--- src/rtl/tt_settle_timer.sv ---
// Loadable settle down-counter. The expire flag marks the cycle in which
// the running count steps onto zero, which is the cycle the output is sampled.
module tt_settle_timer #(
    parameter int W = 4
) (
    input  logic         clk,
    input  logic         rst_n,
    input  logic         clr,
    input  logic         load,
    input  logic [W-1:0] load_val,
    input  logic         dec,
    output logic         expire
);

    logic [W-1:0] count;

    // Count register: clear wins over load, load wins over decrement.
    always_ff @(posedge clk or negedge rst_n) begin
        if (!rst_n) begin
            count <= '0;
        end else if (clr) begin
            count <= '0;
        end else if (load) begin
            count <= load_val;
        end else if (dec && (count != '0)) begin
            count <= count - W'(1);
        end
    end

    // A count of 0 in SETTLING cannot occur normally; treating it as expired
    // keeps the FSM from ever stalling there.
    assign expire = (count <= W'(1));

endmodule

--- config.mk ---
export PLATFORM = sky130hd
export DESIGN_NAME = tt_settle_timer
export DESIGN_NICKNAME = d
export VERILOG_FILES = /design/src/rtl/tt_settle_timer.sv
export SDC_FILE = /design/constraint.sdc
export NUM_CORES = 1
export LEC_CHECK = 0
export CORE_AREA = 2 2 39 41
export DETAILED_ROUTE_END_ITERATION = 8
export DIE_AREA = 0 0 41 43
export HOLD_SLACK_MARGIN = 0.1
export MAX_ROUTING_LAYER = met4
export SKIP_LAST_GASP = 1
export SLEW_MARGIN = 20
export SYNTH_ARGS = -nofsm -noshare
export SYNTH_HDL_FRONTEND = slang
export SYNTH_SLANG_ARGS = --single-unit
--- constraint.sdc ---
create_clock -name clk -period 3.57 [get_ports clk]
set_input_delay 0.5355 -clock clk [delete_from_list [all_inputs] [get_ports clk]]
set_output_delay 0.5355 -clock clk [all_outputs]
set_load 0.02 [all_outputs]
==> summary.md <==
| Metric | Value |
|---|---|
| Total routed wirelength | 644 um |
| Switching share of power | 0.2947 |
| Resize count post-CTS | 0 |
| ANT cells | 0 |
| Worst setup SP type | register |
| Top post-synthesis cells by area | dfrtp_1 32%, ha_1 12%, a2111oi_2 9.6% |
| Via count | 278 |
| Crit path arrival time | 1780 ps |
| Fmax | 432.1 MHz |
| Critical Path Max Stage Delay | 630 ps |
| Vias/cell | ~4.6 |
| Post-Route Skew | 2.464 ps |
| Vias in the first global route | 238 |
| Top Ports | 10 |
| Mean cell area of the mapped netlist | around 9.4 um2 |
| Avg WL per Cell | 10.56 um |
| Synth async-reset ratio | 1.000 |
| Largest net degree at the start of global routing | 8 |
| Initial Util | 0.2251 |
| Die height | 43 um |
| Slew Viols, Final | 0 |
| CTS tree | done |
| Crit. End Element | output pin |
| Die Width | roughly 40 um |
| Crit-path slowest cell | clkdlybuf4s50_1 |
| Max IR drop VDD | 0.0001577 V |
| Dpl cell area | 421.7 um2 |
| Worst EP required | between 3000 and 4000 ps |
| Tcrit/Tclk final | 0.6482 |
| Core Footprint | 1384 um2 |
| Gr usage total | 0.09617 |
| CP Class | reg -> out |
| Fin nets | 59 |
| P_sw | between 0.00004 and 0.00005 W |
| CTS Sinks | 4 |
| Post-route cell area | 444.2 um2 |
| R2R cell count | 5 |
| # hold bufs at CTS | 0 |
| Synth unique cells | 16 |
| Core Util, Final | 0.3210 |
| Buf/Inv on CP | 2 |
| Max reg flops | 4 |
| Kind of cell adding the most delay to the critical path | buffers and inverters |
| Worst hold path class | in -> async |
| FF-to-FF End | count[1] |
| GR Overflow Total | 0 |
| Aggregate negative setup slack | 0 ps |
| Post-synthesis cell area | 311.5 um2 |
| Unrepaired setup endpoints after global routing | false |
| Row count | 14 |
| Clock power frac | 0.353 |
| Port bufs | 9 |
| Commonest cells post-synth | 5 x nor2_1, 4 x dfrtp_1, 3 x ha_1, 3 x inv_1, 3 x nor3_1 |
| Sequential fraction of design power | 0.336 |
| Syn Inst Count | 33 |
| Post-CTS Setup Repair Bufs | 0 |
| Syn_nets | 45 |
| DR iter-0 viols | 2 |
| Clock slew at reported path FFs | 40 ps |
| Top-count cell post-synth | nor2_1 |
| Reg2reg start | count[0] |
| # setup viols final | 0 |
| Post-layout min period | 2314 ps |
| H-tree Lvls | 1 |
| Syn. warnings | 0 |
| Power Density | 361.9 nW/um2 |
| Clock Tree Buf Depth | 2 |
| Final cell count without fillers | 61 |
| Most common flop cell mapped by yosys | dfrtp_1 |
| CP cell instances | inv_1 > ha_1 > nor2_1 > nor3_1 > clkdlybuf4s50_1 |
| Initial antenna violation count | 0 |
| Max-cap violation count | 0 |
| Synth top area share | 0.3213 |
| Layout cells sized above 1 | 0.1556 |
| Slew @ Worst Pin | 284.8 ps |
| First-pass GRT wire length | between 1000 and 1500 um |
| Area grow syn2layout | 42.57% |
| Most flops, register | count |
| Leading area contributor after synthesis | dfrtp_1 |
| Routed Antenna Nets | 0 |
| Top flop regs | count: 4 flops |
| Inserted Clock Buffers | 3 |
| Dpl hpwl | 492.5 um |
| Cell internal pwr | 0.0001134 W |
| LEAKAGE | 0.1975 nW |
| Die ar. | about 1800 um2 |
| Reg-to-reg slack, setup | 1860 ps |
| Drt pass-1 iters | 3 |
| CTS root buffer | clkbuf_4 |
| Max_slew headroom | 0.8095 |
| Seq/Total Area, Yosys | 0.3213 |
| Clock Latency Late Sink | 240 ps |
| Cells after DPL | 58 |
| Placer's final routability congestion estimate | 0.7156 |
| Status | completed |
| Seq cells post-synth | 4 |
| Gate power share | 0.311 |
| Final routed DRC violation total | 0 |
| Final hold viol count | 0 |
| Worst-path fanout max | 4 |
| Post-synth EDFFs | 0 |
## through the flow
stage          total power (W)  hold WS, ps  worst slack [ps]
2_1_floorplan       0.00008246        239.9              1847
6_report             0.0001607        499.9              1256
3_3_place_gp         0.0001047        654.7              1537
3_5_place_dp         0.0001044        665.6              1497
5_1_grt              0.0001729        508.8              1145
4_1_cts              0.0001636        499.1              1237
## cells in the final DEF, fill, tap and decap left out
cell / n
a2111oi_2: 2
a211o_1: 2
a211oi_1: 1
a31oi_1: 1
and3_1: 2
clkbuf_4: 3
clkdlybuf4s50_1: 9
dfrtp_1: 4
ha_1: 3
inv_1: 3
mux2i_1: 1
nand2_1: 2
nand3_1: 1
nand4_1: 1
nor2_1: 5
nor3_1: 3
nor4b_2: 1
or3b_4: 1
## logic make-up after synthesis
logic type                 Yosys count  synth area share
and+or+nand+nor                     16            0.2931
muxes                                1           0.03213
adders and majority gates            3            0.1205
AOI/OAI and AO/OA                    6            0.1968
buffers and inverters                3           0.03614
DFF                                  4            0.3213
## worst max-delay path by stage
| stage | startpoint | to | slack [ps] | depth (start not counted) |
|---|---|---|---|---|
| floorplan | count[0] | expire | 1850 | 4 |
| global placement | count[1] | expire | 1540 | 5 |
| detailed placement | count[0] | expire | 1500 | 5 |
| CTS | count[0] | expire | 1240 | 5 |
| global route | count[0] | expire | 1150 | 5 |
| finish | count[0] | expire | 1260 | 5 |
## routing by layer
metal | up-vias | GRT usage | part of all wire
met5 | - | - | 0
met4 | 0 | 0.04000 | 0.017
met3 | 3 | 0.06283 | 0.10
met2 | 11 | 0.09063 | 0.39
met1 | 115 | 0.1503 | 0.49
li1 | 149 | - | -
## cell type report
class | instances | area [um2]
clock buffers | 3 | 22.52
fillers | 138 | 939.7
inverters | 3 | 11.26
multi-input cells | 26 | 200.2
flip-flops and latches | 4 | 100.1
well taps | 16 | 20.02
repair buffers | 9 | 90.09
## worst register-to-register path: stages (launching register included)
cell and delay [ps]:
dfrtp_1 400, inv_1 130, ha_1 180, or3b_4 420, a2111oi_2 370, a211o_1 150
## power groups by stage
| stage | logic, W | clock network [W] | registers, W |
|---|---|---|---|
| 6_report | 0.0000499 | 0.0000567 | 0.0000541 |
| 5_1_grt | 0.0000550 | 0.0000632 | 0.0000547 |
| 4_1_cts | 0.0000502 | 0.0000595 | 0.0000540 |
| 3_5_place_dp | 0.0000499 | 0 | 0.0000545 |
| 3_3_place_gp | 0.0000501 | 0 | 0.0000545 |
| 2_1_floorplan | 0.0000289 | 0 | 0.0000536 |
Note: power is estimated with default switching activity, not from simulation.
